$ cat src/rtl/vga_pkg.sv
// Shared VGA definitions: 640x480 timing, 12-bit colour constants, pattern encodings.
package vga_pkg;
    localparam int H_ACTIVE = 640;
    localparam int H_FRONT  = 16;
    localparam int H_SYNC   = 96;
    localparam int H_BACK   = 48;
    localparam int H_TOTAL  = H_ACTIVE + H_FRONT + H_SYNC + H_BACK;
    localparam int V_ACTIVE = 480;
    localparam int V_FRONT  = 10;
    localparam int V_SYNC   = 2;
    localparam int V_BACK   = 33;
    localparam int V_TOTAL  = V_ACTIVE + V_FRONT + V_SYNC + V_BACK;

    localparam logic [11:0] RGB_WHITE   = 12'hFFF;
    localparam logic [11:0] RGB_YELLOW  = 12'hFF0;
    localparam logic [11:0] RGB_CYAN    = 12'h0FF;
    localparam logic [11:0] RGB_GREEN   = 12'h0F0;
    localparam logic [11:0] RGB_MAGENTA = 12'hF0F;
    localparam logic [11:0] RGB_RED     = 12'hF00;
    localparam logic [11:0] RGB_BLUE    = 12'h00F;
    localparam logic [11:0] RGB_BLACK   = 12'h000;
    localparam logic [11:0] RGB_BOX_BG  = 12'h008;

    localparam logic [1:0] PAT_BARS    = 2'd0;
    localparam logic [1:0] PAT_CHECKER = 2'd1;
    localparam logic [1:0] PAT_BOX     = 2'd2;
    localparam logic [1:0] PAT_WHITE   = 2'd3;

    function automatic logic [11:0] bar_colour(input logic [2:0] idx);
        case (idx)
            3'd0:    return RGB_WHITE;
            3'd1:    return RGB_YELLOW;
            3'd2:    return RGB_CYAN;
            3'd3:    return RGB_GREEN;
            3'd4:    return RGB_MAGENTA;
            3'd5:    return RGB_RED;
            3'd6:    return RGB_BLUE;
            default: return RGB_BLACK;
        endcase
    endfunction
endpackage

$ cat src/rtl/vga_box_mover.sv
// Bouncing-box position/direction state, stepped once per frame_tick.
module vga_box_mover
    import vga_pkg::*;
#(
    parameter int HORZ_PIXELS = 640,
    parameter int VERT_PIXELS = 480,
    parameter int WIDTH_BITS  = 10,
    parameter int HEIGHT_BITS = 10,
    parameter int BOX_SIZE    = 32,
    parameter int BOX_STEP    = 4
) (
    input  logic                   clk,
    input  logic                   rst,
    input  logic                   frame_tick,
    output logic [WIDTH_BITS-1:0]  box_x,
    output logic [HEIGHT_BITS-1:0] box_y
);
    localparam logic [WIDTH_BITS-1:0]  X_MAX  = WIDTH_BITS'(HORZ_PIXELS - BOX_SIZE);
    localparam logic [HEIGHT_BITS-1:0] Y_MAX  = HEIGHT_BITS'(VERT_PIXELS - BOX_SIZE);
    localparam logic [WIDTH_BITS-1:0]  STEP_X = WIDTH_BITS'(BOX_STEP);
    localparam logic [HEIGHT_BITS-1:0] STEP_Y = HEIGHT_BITS'(BOX_STEP);

    logic [WIDTH_BITS-1:0]  box_x_q, box_x_d;
    logic [HEIGHT_BITS-1:0] box_y_q, box_y_d;
    logic                   right_q, right_d, down_q, down_d;

    // A wall hit reverses and steps away on the same tick, so the box never dwells.
    always_comb begin
        box_x_d = box_x_q;
        box_y_d = box_y_q;
        right_d = right_q;
        down_d  = down_q;
        if (frame_tick) begin
            if (right_q && box_x_q == X_MAX) begin
                right_d = 1'b0;
                box_x_d = box_x_q - STEP_X;
            end else if (!right_q && box_x_q == '0) begin
                right_d = 1'b1;
                box_x_d = box_x_q + STEP_X;
            end else begin
                box_x_d = right_q ? box_x_q + STEP_X : box_x_q - STEP_X;
            end
            if (down_q && box_y_q == Y_MAX) begin
                down_d  = 1'b0;
                box_y_d = box_y_q - STEP_Y;
            end else if (!down_q && box_y_q == '0) begin
                down_d  = 1'b1;
                box_y_d = box_y_q + STEP_Y;
            end else begin
                box_y_d = down_q ? box_y_q + STEP_Y : box_y_q - STEP_Y;
            end
        end
    end

    always_ff @(posedge clk) begin
        if (rst) begin
            box_x_q <= '0;
            box_y_q <= '0;
            right_q <= 1'b1;
            down_q  <= 1'b1;
        end else begin
            box_x_q <= box_x_d;
            box_y_q <= box_y_d;
            right_q <= right_d;
            down_q  <= down_d;
        end
    end

    assign box_x = box_x_q;
    assign box_y = box_y_q;
endmodule

$ cat src/rtl/vga_pattern_gen.sv
// Test-pattern generator with 2-cycle registered RGB and delay-matched syncs.
// Define PATTERN_GEN_BOX_EN to build the bouncing-box pattern (pattern 2).
module vga_pattern_gen
    import vga_pkg::*;
#(
    parameter int HORZ_PIXELS = 640,
    parameter int VERT_PIXELS = 480,
    parameter int WIDTH_BITS  = 10,
    parameter int HEIGHT_BITS = 10,
    parameter int BOX_SIZE    = 32,
    parameter int BOX_STEP    = 4
) (
    input  logic                   clk,
    input  logic                   rst,
    input  logic [WIDTH_BITS-1:0]  x_loc,
    input  logic [HEIGHT_BITS-1:0] y_loc,
    input  logic                   video_active,
    input  logic                   hsync_in,
    input  logic                   vsync_in,
    input  logic [1:0]             pattern_sel,
    output logic                   hsync,
    output logic                   vsync,
    output logic [3:0]             red,
    output logic [3:0]             green,
    output logic [3:0]             blue
);
    if ((((HORZ_PIXELS - BOX_SIZE) % BOX_STEP) != 0) ||
        (((VERT_PIXELS - BOX_SIZE) % BOX_STEP) != 0)) begin : g_bad_box_params
        $error("box travel must be a multiple of BOX_STEP");
    end

    logic                   frame_tick;
    logic [WIDTH_BITS-1:0]  x_q;
    logic [HEIGHT_BITS-1:0] y_q;
    logic                   act_q, hs_q, vs_q;
    logic [1:0]             pattern_q;
    logic [WIDTH_BITS-1:0]  bar_idx;
    logic [11:0]            rgb_d, rgb_q;
    logic                   hsync_q, vsync_q;

    assign frame_tick = (x_loc == '0) && (y_loc == HEIGHT_BITS'(VERT_PIXELS));
    assign bar_idx    = x_q / WIDTH_BITS'(HORZ_PIXELS / 8);

`ifdef PATTERN_GEN_BOX_EN
    logic [WIDTH_BITS-1:0]  box_x;
    logic [HEIGHT_BITS-1:0] box_y;
    logic                   in_box;

    vga_box_mover #(
        .HORZ_PIXELS(HORZ_PIXELS), .VERT_PIXELS(VERT_PIXELS),
        .WIDTH_BITS(WIDTH_BITS),   .HEIGHT_BITS(HEIGHT_BITS),
        .BOX_SIZE(BOX_SIZE),       .BOX_STEP(BOX_STEP)
    ) u_box (
        .clk(clk), .rst(rst), .frame_tick(frame_tick),
        .box_x(box_x), .box_y(box_y)
    );

    // One extra bit so box_x+BOX_SIZE cannot wrap at the right/bottom edge.
    assign in_box = ({1'b0, x_q} >= {1'b0, box_x}) &&
                    ({1'b0, x_q} <  {1'b0, box_x} + (WIDTH_BITS+1)'(BOX_SIZE)) &&
                    ({1'b0, y_q} >= {1'b0, box_y}) &&
                    ({1'b0, y_q} <  {1'b0, box_y} + (HEIGHT_BITS+1)'(BOX_SIZE));
`endif

    always_comb begin
        rgb_d = RGB_BLACK;
        case (pattern_q)
            PAT_BARS:    rgb_d = (bar_idx < WIDTH_BITS'(8)) ? bar_colour(bar_idx[2:0]) : RGB_BLACK;
            PAT_CHECKER: rgb_d = (x_q[5] ^ y_q[5]) ? RGB_WHITE : RGB_BLACK;
`ifdef PATTERN_GEN_BOX_EN
            PAT_BOX:     rgb_d = in_box ? RGB_WHITE : RGB_BOX_BG;
`else
            PAT_BOX:     rgb_d = RGB_BLACK;
`endif
            default:     rgb_d = RGB_WHITE;
        endcase
        if (!act_q) rgb_d = RGB_BLACK;
    end

    always_ff @(posedge clk) begin
        if (rst) begin
            x_q       <= '0;
            y_q       <= '0;
            act_q     <= 1'b0;
            hs_q      <= 1'b1;
            vs_q      <= 1'b1;
            pattern_q <= PAT_BARS;
            rgb_q     <= RGB_BLACK;
            hsync_q   <= 1'b1;
            vsync_q   <= 1'b1;
        end else begin
            x_q     <= x_loc;
            y_q     <= y_loc;
            act_q   <= video_active;
            hs_q    <= hsync_in;
            vs_q    <= vsync_in;
            rgb_q   <= rgb_d;
            hsync_q <= hs_q;
            vsync_q <= vs_q;
            if (frame_tick) pattern_q <= pattern_sel;
        end
    end

    assign red   = rgb_q[11:8];
    assign green = rgb_q[7:4];
    assign blue  = rgb_q[3:0];
    assign hsync = hsync_q;
    assign vsync = vsync_q;
endmodule

$ cat config.mk
export PLATFORM = sky130hd
export DESIGN_NAME = vga_pattern_gen
export DESIGN_NICKNAME = d
export VERILOG_FILES = /design/src/rtl/vga_pkg.sv /design/src/rtl/vga_box_mover.sv /design/src/rtl/vga_pattern_gen.sv
export SDC_FILE = /design/constraint.sdc
export NUM_CORES = 1
export LEC_CHECK = 0
export BUFFER_PORTS_ARGS = -buffer_cell sky130_fd_sc_hd__buf_2
export CORE_MARGIN = 3
export CORE_UTILIZATION = 36
export DETAILED_ROUTE_END_ITERATION = 10
export PLACE_DENSITY = 0.65
export SYNTH_ARGS = -nofsm -noshare
export SYNTH_HDL_FRONTEND = slang
export SYNTH_SLANG_ARGS = --single-unit
$ cat constraint.sdc
create_clock -name clk -period 1.86 [get_ports clk]
set_input_delay 0.465 -clock clk [delete_from_list [all_inputs] [get_ports clk]]
set_output_delay 0.465 -clock clk [all_outputs]
set_load 0.01 [all_outputs]
==> reports/results.tsv <==
metric	value	unit
clk_path_buf_depth	2	
fin_worst_skew	0.0131	ns
ant_nets	0	
ys_ff_latch	17	
rsz0062_at_grt	no	
vias_per_cell	4.74	
setup_tns	0	ns
max_freq	690	MHz
grt_usage	0.119	
cts_made_buffers	3	
hp-class	in2reg	
htreeDepth	1	
cts_tree	built	
avgSynthCellArea	9.02	um^2
worstPathMaxFanout	11	
layout-drive-gt1-share	0.403	
vias	715	
die_x	53.8	um
synth_top_area_frac	0.415	
cts_hold_buffers	0	
min_period	1.45	ns
grt_max_degree	16	
yosysWarnings	0	
grt_pass1_wl	2.55	mm
post_cts_resize_count	0	
first_global_vias	637	
cts.clk_slew.worst_paths	0.10	ns
worst_skew_pair.late_latency	0.28	ns
floorplan.initialDensity	0.398	
rows	16	
synth_nets	118	
antenna_found_initial	0	
p_leak	0.484	nW
timing.rr.start	x_q[8]$_SDFF_PP0_	
dieArea	2890	um^2
cts_sinks	17	
crit_type	reg2reg	
fill_cells	204	
firstDrtPassIters	2	
cp-end-kind	flop	
slew_viol_final	0	
die_h	53.8	um
holdCritStartpoint	hsync_in	
netlist_area	821	um^2
post-dp-hpwl	1.25	mm
p_per_area	671	nW/um^2
globalplace.congestion	0.818	
area_delta_synth_final	22.1	%
drt_wl_total	1.46	mm
diodes	0	
status	completed	
peakVddDrop	0.346	mV
yosysUniqueCellTypes	35	
synth_area_leaders	dfxtp_1 41%, buf_4 8.2%, nor2b_1 6.9%, a21oi_1 3.0%, o21ai_0 3.0%	
postSynthCellCount	91	
cts_root_buf	clkbuf_4	
critPathLaunchType	flop	
slew_headroom	0.771	
ys_seq_area_frac	0.415	
worstPathArrival	1.67	ns
drc	0	
finalCritPeriodShare	0.779	
synth_area_leader_cell	dfxtp_1	
worst_slew_pin_slew	0.338	ns
finalPower	0.000673	W
drt_iter0_markers	8	
maxCapViolCount	0	
reg2regPathDepth	4	
postCtsSetupBuffers	0	
wire_per_inst	9.68	um
setup_viol	0	
hold_depth	2	
hold_viol	0	
nNetsFinal	152	
num_io_pins	41	
io_buffers	40	
critPathLaunch	x_q[8]$_SDFF_PP0_	
fp.coreArea	2060	um^2
cp.required	2.08	ns
grt_remaining_overflow	0	
## report_power, final
group / internal (W) / leakage (nW) / switching (W)
sequential: 0.000380 / 0.140 / 0.0000142
clock: 0.0000797 / 0.0177 / 0.000108
combinational: 0.0000532 / 0.326 / 0.0000383
total: 0.000512 / 0.484 / 0.000160
## final cells by class
type | instances | area (um^2) | area share
Tap cell | 27 | 33.8 | 0.0337
Timing Repair Buffer | 41 | 208 | 0.207
Clock buffer | 3 | 22.5 | 0.0225
Multi-Input combinational cell | 61 | 389 | 0.388
Clock inverter | 1 | 5.00 | 0.00499
Inverter | 1 | 3.75 | 0.00375
Sequential cell | 17 | 340 | 0.340
## registers in the layout, summed over array words and instances, names as in the netlist
register / count
pattern_q: 2
hs_q: 1
x_q: 6
vsync: 1
y_q: 1
act_q: 1
hsync: 1
vs_q: 1
rgb_q: 3
## worst paths after layout
path / end / slack [ns]
min reg2reg: hsync$_SDFF_PP1_ / 0.42
min: hs_q$_SDFF_PP1_ / 0.35
max reg2reg: rgb_q[3]$_SDFF_PP0_ / 0.41
max: rgb_q[3]$_SDFF_PP0_ / 0.41
## critical path, stage by stage, from the launching register on
cell,delay (ns)
dfxtp_1,0.47
nor2b_1,0.25
o31ai_1,0.11
a221o_1,0.36
a211oi_2,0.20
## metal layers
| layer | global-route usage | part of all wire |
|---|---|---|
| met2 | 0.179 | 0.46 |
| met3 | 0.0360 | 0.092 |
| met1 | 0.153 | 0.44 |
| met4 | 0.0596 | 0.0068 |
| met5 | 0 | 0 |
## placed cells by master, fill, tap and decap left out, types with 2 or more instances in the layout
cell and instances:
a21oi_1 5, and2_1 2, and2b_1 2, and3_1 2
buf_2 40, clkbuf_4 3, dfxtp_1 17, nand2_1 4
nand2b_1 2, nand3_1 3, nor2_1 2, nor2b_1 9
nor4_1 3, o21ai_0 5, or2_2 4, or2b_1 2
## synthesized netlist by cell type
cell       n
dfxtp_1   17
buf_4      9
nor2b_1    9
a21oi_1    5
o21ai_0    5
nand2_1    4
or2_2      4
nand3_1    3
nor4_1     3
and2_1     2
and2b_1    2
and3_1     2
nand2b_1   2
nor2_1     2
or2b_1     2
a211o_1    1
a211oi_1   1
a211oi_2   1
a21o_1     1
a221o_1    1
a31o_1     1
and4b_1    1
buf_6      1
clkbuf_1   1
clkbuf_2   1
inv_1      1
nand3b_1   1
nor3_1     1
nor4b_1    1
o221ai_1   1
o311a_1    1
o31ai_1    1
or2_1      1
or3_1      1
xor2_1     1
## logic make-up after synthesis
| family | after synthesis | share of synthesized area |
|---|---|---|
| AND/OR/NAND/NOR | 41 | 0.303 |
| AO/OA/AOI/OAI | 19 | 0.160 |
| flip-flops | 17 | 0.415 |
| buffers and inverters | 13 | 0.111 |
| XOR/XNOR | 1 | 0.0107 |
## stage by stage
| step | utilization | instances | instance area [um^2] | hold slack (ns) | setup WS, ns |
|---|---|---|---|---|---|
| floorplan | - | 91 | 821 | 0.389 | 0.478 |
| global placement | 0.473 | 147 | 975 | 0.392 | 0.434 |
| detailed placement | 0.473 | 147 | 975 | 0.400 | 0.395 |
| CTS | 0.486 | 151 | 1000 | 0.344 | 0.406 |
| global route | 0.486 | 151 | 1000 | 0.341 | 0.284 |
| finish | 0.486 | 151 | 1000 | 0.351 | 0.411 |
Power figures use the tool's default switching activity.
